===== config.mk =====
export PLATFORM = sky130hd
export DESIGN_NAME = exe_shift_stage
export DESIGN_NICKNAME = d
export VERILOG_FILES = /design/src/rtl/exe_shift_stage_pkg.sv /design/src/rtl/exe_shift_stage_shifter.sv /design/src/rtl/exe_shift_stage.sv
export SDC_FILE = /design/constraint.sdc
export NUM_CORES = 1
export LEC_CHECK = 0
export ABC_CLOCK_PERIOD_IN_PS = 2500
export CAP_MARGIN = 20
export CELL_PAD_IN_SITES_DETAIL_PLACEMENT = 0
export CELL_PAD_IN_SITES_GLOBAL_PLACEMENT = 1
export CORE_ASPECT_RATIO = 1.25
export CORE_MARGIN = 2
export CORE_UTILIZATION = 35
export CTS_CLUSTER_DIAMETER = 200
export DETAILED_ROUTE_END_ITERATION = 10
export PLACE_DENSITY_LB_ADDON = 0.1
export SLEW_MARGIN = 0
export SYNTH_ARGS = -nofsm -noshare
export SYNTH_HDL_FRONTEND = slang
export SYNTH_SLANG_ARGS = --single-unit

===== constraint.sdc =====
create_clock -name clk -period 2.5 [get_ports clk]
set_input_delay 0.375 -clock clk [delete_from_list [all_inputs] [get_ports clk]]
set_output_delay 0.375 -clock clk [all_outputs]
set_load 0.02 [all_outputs]

===== src/rtl/exe_shift_stage_pkg.sv =====
// Shared types for the RV32 execute-stage shift slot: command encoding,
// register-index width and the per-op result bundle carried through the stage.
package exe_pkg;

  localparam int unsigned XLEN      = 32;
  localparam int unsigned REG_IDX_W = 5;

  typedef enum logic [2:0] {
    SHIFT_SLL = 3'b001,
    SHIFT_SRL = 3'b010,
    SHIFT_SRA = 3'b100
  } shift_cmd_e;

  // Everything the memory stage sees for one op travels as a single word so
  // fields from different ops can never be paired up.
  typedef struct packed {
    logic [XLEN-1:0]      result;
    logic [REG_IDX_W-1:0] rd;
    logic                 illegal;
  } exe_entry_t;

endpackage


===== src/rtl/exe_shift_stage_shifter.sv =====
// Combinational barrel shifter for SLL/SRL/SRA; any non-one-hot command
// yields a zero result and raises illegal.
module shifter_unit
  import exe_pkg::*;
#(
  parameter int unsigned W = XLEN
) (
  input  logic [W-1:0]         op,
  input  logic [$clog2(W)-1:0] shamt,
  input  logic [2:0]           cmd,
  output logic [W-1:0]         result,
  output logic                 illegal
);

  always_comb begin
    // NOTE: every output gets a default before the case so no path leaves
    // it unassigned; otherwise synthesis infers a latch.
    result  = '0;
    illegal = 1'b0;
    case (cmd)
      SHIFT_SLL: result = op << shamt;
      SHIFT_SRL: result = op >> shamt;
      SHIFT_SRA: result = $signed(op) >>> shamt;
      default:   illegal = 1'b1;
    endcase
  end

endmodule


===== src/rtl/exe_shift_stage.sv =====
// Execute-stage shift slot: valid/ready in from decode, registered result out
// to memory. Define EXE_SKID_EN for a two-entry skid buffer with registered ready.
module exe_shift_stage
  import exe_pkg::*;
#(
  parameter int unsigned bitWidth = XLEN
) (
  input  logic                 clk,
  input  logic                 reset,
  input  logic                 flush_i,
  input  logic                 dec2exe_valid_i,
  output logic                 dec2exe_ready_o,
  input  logic [bitWidth-1:0]  op1_i,
  input  logic [bitWidth-1:0]  op2_i,
  input  logic [2:0]           cmd_i,
  input  logic [REG_IDX_W-1:0] rd_i,
  output logic                 exe2mem_valid_o,
  input  logic                 exe2mem_ready_i,
  output logic [bitWidth-1:0]  result_o,
  output logic [REG_IDX_W-1:0] rd_o,
  output logic                 illegal_o
);

  localparam int unsigned SHAMT_W = $clog2(bitWidth);

  logic [bitWidth-1:0] sh_result;
  logic                sh_illegal;
  exe_entry_t          in_entry;
  exe_entry_t          main_q;
  logic                main_valid_q;
  logic                accept;
  logic                out_xfer;
  logic                unused_op2_hi;

  // Only the low shamt bits select the distance; the rest are architecturally ignored.
  assign unused_op2_hi = ^op2_i[bitWidth-1:SHAMT_W];

  shifter_unit #(.W(bitWidth)) u_shifter (
    .op      (op1_i),
    .shamt   (op2_i[SHAMT_W-1:0]),
    .cmd     (cmd_i),
    .result  (sh_result),
    .illegal (sh_illegal)
  );

  assign in_entry = '{result: sh_result, rd: rd_i, illegal: sh_illegal};

  assign accept   = dec2exe_valid_i && dec2exe_ready_o && !flush_i;
  assign out_xfer = main_valid_q && exe2mem_ready_i;

  assign exe2mem_valid_o = main_valid_q;
  assign result_o        = main_q.result;
  assign rd_o            = main_q.rd;
  assign illegal_o       = main_q.illegal;

`ifdef EXE_SKID_EN
  exe_entry_t skid_q;
  logic       skid_valid_q;

  // Ready comes straight from a flop, so it cannot see this cycle's stall;
  // the skid slot catches the one op that may arrive after main stalls.
  assign dec2exe_ready_o = !skid_valid_q;

  always_ff @(posedge clk) begin
    // NOTE: sequential state uses non-blocking assignments so every flop
    // samples pre-edge values regardless of statement order.
    if (reset) begin
      // NOTE: the data registers are reset as well, because the outputs
      // must read zero after reset, not just be marked invalid.
      main_valid_q <= 1'b0;
      skid_valid_q <= 1'b0;
      main_q       <= '0;
      skid_q       <= '0;
    end else if (flush_i) begin
      main_valid_q <= 1'b0;
      skid_valid_q <= 1'b0;
    end else if (!main_valid_q || out_xfer) begin
      if (skid_valid_q) begin
        main_q       <= skid_q;
        main_valid_q <= 1'b1;
        skid_valid_q <= 1'b0;
      end else if (accept) begin
        main_q       <= in_entry;
        main_valid_q <= 1'b1;
      end else begin
        main_valid_q <= 1'b0;
      end
    end else if (accept) begin
      skid_q       <= in_entry;
      skid_valid_q <= 1'b1;
    end
  end
`else
  assign dec2exe_ready_o = !main_valid_q || exe2mem_ready_i;

  always_ff @(posedge clk) begin
    if (reset) begin
      main_valid_q <= 1'b0;
      main_q       <= '0;
    end else if (flush_i) begin
      main_valid_q <= 1'b0;
    end else if (accept) begin
      main_q       <= in_entry;
      main_valid_q <= 1'b1;
    end else if (out_xfer) begin
      main_valid_q <= 1'b0;
    end
  end
`endif

endmodule

==> impl_metrics.py, run 1 <==
metrics = {
    "worst_setup_path": {
        "crit_slowest_cell": "or3b_2",
        "path_buf_inv": 2,
        "arrival_ps": 2550,
        "path_class": "in2reg",
        "worst-path-max-fanout": 6,
        "r2r_cells": 8,
        "required_ps": 2690,
        "endpoint_kind": "flip-flop",
        "slowest_delay_ps": 550,
        "critical-path-top-delay-family": "simple AND/OR/NAND/NOR gates",
        "cp.depth": 7,
        "cp_cell_sequence": "clkdlybuf4s50_1, buf_4, or3b_2, nor3_1, a21oi_1, or2_2, a221oi_1",
        "rrSetupSlack_ps": 690,
        "start_kind": "primary input",
    },
    "logic_synthesis": {
        "syn_inst": 632,
        "synth_cell_types": 81,
        "synth_flop_cell": "dfxtp_1",
        "synth_top_family_by_area": "multiplexers",
        "synth_edf_count": 0,
        "synth_compound_area_frac": 0.231,
        "synth-adder-area-share": 0,
        "synth_seq_area_share": 0.147,
        "ys_ff_latch": 39,
        "synth_nets": 709,
        "netlist_area_sq_um": 5320,
        "async_flop_share": 0,
        "synth-simple-area-share": 0.184,
        "synth_xor_area_frac": 0.00329,
        "syn_avg_cell_area_sq_um": 8.42,
        "yosys_warnings": 0,
        "synthMuxAreaShare": 0.362,
    },
    "min_path": {
        "whs_path_depth": 2,
        "hp-class": "reg2reg",
    },
    "layout": {
        "final_cell_mix": "buf_4 (139), clkdlybuf4s50_1 (85), nor2_1 (79)",
        "drive_gt1_frac": 0.293,
        "layout_commonest_cell": "buf_4",
        "final_nets": 892,
        "antennaDiodeCount": 0,
        "final_cells": 998,
        "multi_input_area_sq_um": 4150,
        "area_growth_pct": 39.9,
        "final.fill_count": 1488,
        "regArea_sq_um": 781,
    },
    "run": {
        "drv_cap": 0,
    },
    "detailed_routing": {
        "ant_nets": 0,
        "route.detailed.drc": 0,
        "wire_per_inst_um": 22.8,
        "firstDrtPassIters": 6,
        "vias": 5941,
        "routed_wl_um": 22800,
        "avgViaCountPerCell": 5.95,
        "drtIter0Drc": 573,
    },
    "clocking": {
        "post_cts_buffers": 0,
        "root_buffer": "clkbuf_16",
        "numCtsBuffers": 5,
        "cts_max_level": 2,
        "cts.clk_slew.worst_paths_ps": 60,
        "clock_path_buffers": 2,
        "clkSinkCount": 39,
        "clkLatencyLatePin_ps": 280,
        "cts_tree": "yes",
    },
    "grt": {
        "track_usage": 0.278,
        "grt_max_degree": 61,
        "antenna_found_initial": 0,
        "grt_pass1_wl_um": 34400,
        "first_global_vias": 5822,
        "grt_remaining_overflow": 0,
    },
    "floorplan": {
        "coreArea_sq_um": 15000,
        "die-area_sq_um": 16200,
        "initial_core_util": 0.356,
        "num_rows": 50,
        "die_w_um": 114,
        "die_h_um": 142,
        "io_pins": 117,
    },
    "power": {
        "power_frac_seq": 0.242,
        "peakVddDrop_mv": 0.239,
        "p_int_uw": 1790,
        "p_comb_frac": 0.485,
        "total_power_uw": 2770,
        "power_density_nw_per_um2": 372,
        "p_sw_uw": 980,
        "power.leakage_uw": 0.00301,
        "pwr-share-clk": 0.272,
        "p_sw_frac": 0.354,
    },
    "sta": {
        "hold_viol_final": 0,
        "fmax_ghz": 0.424,
        "setup-violations-final": 0,
        "skew_ps": 3.40,
        "maxSlewHeadroom": 0.581,
        "rsz0062_at_grt": "no",
        "worstMarginPinSlew_ps": 627,
        "min_period_ps": 2360,
        "setup_tns_ps": 0,
        "fin_crit_sh": 0.944,
        "maxSlewViolCount": 0,
        "whs_ps": 453,
    },
    "placement": {
        "gp_congestion": 0.919,
        "portBuffers": 89,
        "dp_hpwl_um": 18800,
        "placed_cells": 990,
    },
    "run_status": {
        "status": "finished clean",
    },
}
synth_stat cells, drive strengths merged (10+ instances only):
master | number | area share
a211oi | 11 | 0.016
a21oi | 43 | 0.040
a31oi | 11 | 0.013
buf | 38 | 0.052
clkbuf | 21 | 0.015
dfxtp | 39 | 0.15
mux2 | 33 | 0.071
mux2i | 68 | 0.13
mux4 | 37 | 0.16
nand2 | 63 | 0.044
nand2b | 10 | 0.012
nor2 | 81 | 0.059
nor3 | 18 | 0.017
o21ai | 23 | 0.022
worst paths after layout:
kind	from	to
min reg2reg	rd_o[3]	rd_o[3]
max	cmd_i[2]	result_o[29]
min	rd_o[3]	rd_o[3]
max reg2reg	exe2mem_valid_o	result_o[11]
worst reg2reg max path, delay by kind of cell, from the launching register on:
| kind | cells | cell delay [ps] |
|---|---|---|
| AND/OR/NAND/NOR | 5 | 1010 |
| flip-flops | 1 | 300 |
| AO/OA/AOI/OAI | 1 | 90 |
| buffers and inverters | 2 | 300 |
layer usage:
layer / part of all wire / routed length (um) / track usage
met4: 0.042 / 963 / 0.118
met3: 0.055 / 1260 / 0.0239
met2: 0.49 / 11100 / 0.477
met5: 0 / 0 / 0
met1: 0.42 / 9510 / 0.358
power by group through the flow:
stage	combinational [uW]	sequential, uW	clock (uW)
floorplan	678	721	0
global placement	1310	683	0
detailed placement	1320	684	0
CTS	1330	671	767
global route	1420	673	795
finish	1340	670	754
cells by family (layout without fill, tap and decap cells):
kind of cell / after synthesis / in the layout
and+or+nand+nor: 214 / 214
AOI/OAI and AO/OA: 170 / 170
muxes: 138 / 138
buffers and inverters: 69 / 253
DFF: 39 / 39
xor gates and xnor gates: 2 / 2
repair_timing:
item	in CTS	in global routing
hold buffers	0	0
endpoints found under the setup margin	0	2
resized for setup	0	2
per-stage QoR:
step	instance area, sq um	util	worst slack, ps
after floorplan	5320	-	399
after global placement	7270	0.486	-111
after detailed placement	7270	0.486	-151
after CTS	7440	0.498	158
after global routing	7440	0.498	1.90
final	7440	0.498	140
area by class of cell:
type / instances / share of cell area
clock buffer: 6 / 0.0187
clock inverter: 2 / 0.00471
timing repair buffer: 235 / 0.278
sequential: 39 / 0.105
tap: 182 / 0.0306
multi-input combinational: 524 / 0.558
inverter: 10 / 0.00504
registers in the layout, indices dropped and copies added (netlist names):
register         cells
illegal_o            1
exe2mem_valid_o      1
rd_o                 5
result_o            32
No activity file was read; power rests on OpenSTA's default activity.
==> run 2: changes to the inputs <==
--- a/config.mk
+++ b/config.mk
@@ -5,17 +5,18 @@
 export SDC_FILE = /design/constraint.sdc
 export NUM_CORES = 1
 export LEC_CHECK = 0
+export ABC_AREA = 1
 export ABC_CLOCK_PERIOD_IN_PS = 2500
 export CAP_MARGIN = 20
 export CELL_PAD_IN_SITES_DETAIL_PLACEMENT = 0
 export CELL_PAD_IN_SITES_GLOBAL_PLACEMENT = 1
 export CORE_ASPECT_RATIO = 1.25
 export CORE_MARGIN = 2
-export CORE_UTILIZATION = 35
+export CORE_UTILIZATION = 34
 export CTS_CLUSTER_DIAMETER = 200
 export DETAILED_ROUTE_END_ITERATION = 10
 export PLACE_DENSITY_LB_ADDON = 0.1
-export SLEW_MARGIN = 0
+export SLEW_MARGIN = 10
 export SYNTH_ARGS = -nofsm -noshare
 export SYNTH_HDL_FRONTEND = slang
 export SYNTH_SLANG_ARGS = --single-unit
==> run 2 against run 1 <==
  * First-iteration DRC count fell by 1.6%
  * Register-to-register slack improved by 250 ps
  * Clock power fell by 13%
  * Clock skew fell by 1.7 ps
  * Count of clock-buffer cells in the layout rose by 2
  * Critical endpoint is now result_o[11]
  * Largest power group unchanged
  * Highest routed layer unchanged
==> impl_metrics.py, run 2 <==
metrics = {
    "run_status": {
        "status": "finished clean",
    },
    "clocking": {
        "cts_tree": "yes",
        "root_buffer": "clkbuf_16",
        "numCtsBuffers": 5,
        "clkLatencyLatePin_ps": 280,
        "cts_resized": 0,
        "clkSinkCount": 39,
        "post_cts_buffers": 0,
        "holdBufCountCts": 0,
        "cts_max_level": 2,
        "clock_path_buffers": 2,
        "cts.clk_slew.worst_paths_ps": 50,
    },
    "logic_synthesis": {
        "synth_flop_cell": "dfxtp_1",
        "ys_ff_latch": 39,
        "synth_nets": 992,
        "synth_largest_area_cell": "nand3_1",
        "post-synth-top-area-fraction": 0.252,
        "syn_avg_cell_area_sq_um": 5.41,
        "synthMostInstantiatedCell": "nand2_1",
        "synth_cell_types": 37,
        "async_flop_share": 0,
        "synth_seq_area_share": 0.158,
        "yosys_warnings": 0,
        "synthTopCellsByArea": "nand3_1 (25%), nand2_1 (25%), dfxtp_1 (16%), a21oi_1 (4.8%), o21ai_0 (3.7%)",
        "syn_inst": 915,
        "netlist_area_sq_um": 4950,
        "synth_edf_count": 0,
        "synth.cells.most_frequent": "nand2_1 (330), nand3_1 (249), a21oi_1 (47), dfxtp_1 (39), o21ai_0 (37)",
    },
    "floorplan": {
        "num_rows": 49,
        "coreArea_sq_um": 14300,
        "die-area_sq_um": 15500,
        "io_pins": 117,
        "initial_core_util": 0.346,
        "die_w_um": 112,
        "die_h_um": 139,
    },
    "worst_setup_path": {
        "worst-path-max-fanout": 20,
        "r2r_cells": 7,
        "path_class": "in2reg",
        "arrival_ps": 2360,
        "start_kind": "primary input",
        "endpoint_kind": "flip-flop",
        "rrSetupSlack_ps": 940,
        "r2r_end": "rd_o[3]",
        "regToRegStartpoint": "exe2mem_valid_o",
        "required_ps": 2670,
    },
    "placement": {
        "portBuffers": 89,
        "gp_congestion": 0.974,
        "dp_hpwl_um": 15700,
    },
    "grt": {
        "grt_max_degree": 67,
        "grt_remaining_overflow": 0,
        "antenna_found_initial": 0,
        "grt_pass1_wl_um": 31600,
        "track_usage": 0.252,
        "first_global_vias": 5786,
    },
    "power": {
        "pwr-share-clk": 0.277,
        "power_density_nw_per_um2": 385,
        "power.leakage_uw": 0.00289,
        "peakVddDrop_mv": 0.745,
        "p_sw_uw": 914,
        "p_sw_frac": 0.384,
        "p_int_uw": 1460,
        "p_comb_frac": 0.440,
        "power_frac_seq": 0.283,
    },
    "sta": {
        "setup_tns_ps": 0,
        "whs_ps": 463,
        "maxSlewViolCount": 0,
        "setup-violations-final": 0,
        "skew_ps": 1.74,
        "worstMarginPinSlew_ps": 668,
        "fmax_ghz": 0.456,
        "rsz0062_at_grt": "no",
        "fin_crit_sh": 0.878,
        "maxSlewHeadroom": 0.554,
        "min_period_ps": 2190,
        "hold_viol_final": 0,
    },
    "layout": {
        "layout_commonest_cell": "nand2_1",
        "final_cell_mix": "nand2_1 (330), nand3_1 (249), clkdlybuf4s50_1 (87)",
        "final_nets": 1056,
        "antennaDiodeCount": 0,
        "drive_gt1_frac": 0.104,
        "area_growth_pct": 24.8,
        "final.fill_count": 1643,
        "regArea_sq_um": 781,
        "multi_input_area_sq_um": 3650,
        "largest_register_ffs": 32,
    },
    "detailed_routing": {
        "ant_nets": 0,
        "route.detailed.drc": 0,
        "wire_per_inst_um": 17.1,
        "routed_wl_um": 19700,
        "drtIter0Drc": 564,
        "firstDrtPassIters": 5,
        "vias": 6185,
        "avgViaCountPerCell": 5.34,
    },
    "min_path": {
        "whs_path_depth": 2,
        "whs_endpoint": "result_o[0]",
        "hp-class": "reg2reg",
        "hp-start": "result_o[0]",
    },
    "run": {
        "drv_cap": 0,
    },
}
==> run 2: cell types whose count changed in the layout (fill, tap and decap cells not counted), sizes merged, moves of 31 or more <==
cell,previous run,this run
nand2,63,357
nand3,9,254
buf,150,31
mux2i,68,1
nor2,81,38
mux4,37,0
mux2,33,0
inv,9,40
==> run 2: cell families after synthesis <==
kind of cell           Yosys count  synth area share
multiplexers                     1           0.00202
AND/OR/NAND/NOR                661             0.607
flip-flops                      39             0.158
buffers and inverters          101             0.104
AO/OA/AOI/OAI                  113             0.129
==> run 2: through the flow <==
stage / cells / worst slack (ps) / power [uW] / util / instance area [sq um]
floorplan: 915 / 993 / 1340 / - / 4950
global placement: 1150 / 16.8 / 1730 / 0.421 / 6010
detailed placement: 1150 / 21.9 / 1720 / 0.421 / 6010
CTS: 1158 / 309 / 2390 / 0.432 / 6170
global route: 1158 / 96.3 / 2540 / 0.432 / 6170
finish: 1158 / 305 / 2380 / 0.432 / 6170
==> run 2: area by class of cell <==
| cell class | instances | share of cell area |
|---|---|---|
| multi-input combinational | 775 | 0.592 |
| inverter | 40 | 0.0255 |
| tap | 178 | 0.0361 |
| clock buffer | 8 | 0.0253 |
| sequential | 39 | 0.127 |
| timing repair buffer | 118 | 0.194 |
==> run 2: power groups by stage <==
stage | logic, uW | registers (uW) | clock network (uW)
final | 1050 | 673 | 658
after global routing | 1160 | 678 | 705
after CTS | 1040 | 673 | 673
after detailed placement | 1040 | 687 | 0
after global placement | 1040 | 686 | 0
after floorplan | 612 | 730 | 0
==> run 2: critical path, cell delays in order <==
cell and delay [ps]:
clkdlybuf4s50_1 670, inv_8 150, buf_12 170, nand2_1 110
nand3_1 100, nand3_1 90, inv_1 110, a22oi_1 290
nand3_1 130, nand2_1 100, a21oi_1 60
==> run 2: how the worst max path moves through the flow <==
stage / startpoint / endpoint / slack, ps / cells after the start
finish: op2_i[0] / result_o[11] / 310 / 11
global route: op2_i[0] / result_o[31] / 100 / 12
CTS: op2_i[0] / result_o[21] / 310 / 12
detailed placement: op2_i[0] / result_o[21] / 20 / 12
global placement: op2_i[0] / result_o[21] / 20 / 12
floorplan: op2_i[2] / result_o[11] / 990 / 10
==> run 2: routing by layer <==
layer / part of all wire / vias up / global-route usage / wire length, um
li1: - / 3192 / - / -
met1: 0.45 / 2768 / 0.350 / 8900
met2: 0.47 / 194 / 0.411 / 9300
met3: 0.046 / 31 / 0.0184 / 907
met4: 0.032 / 0 / 0.0897 / 637
met5: 0 / - / 0 / 0
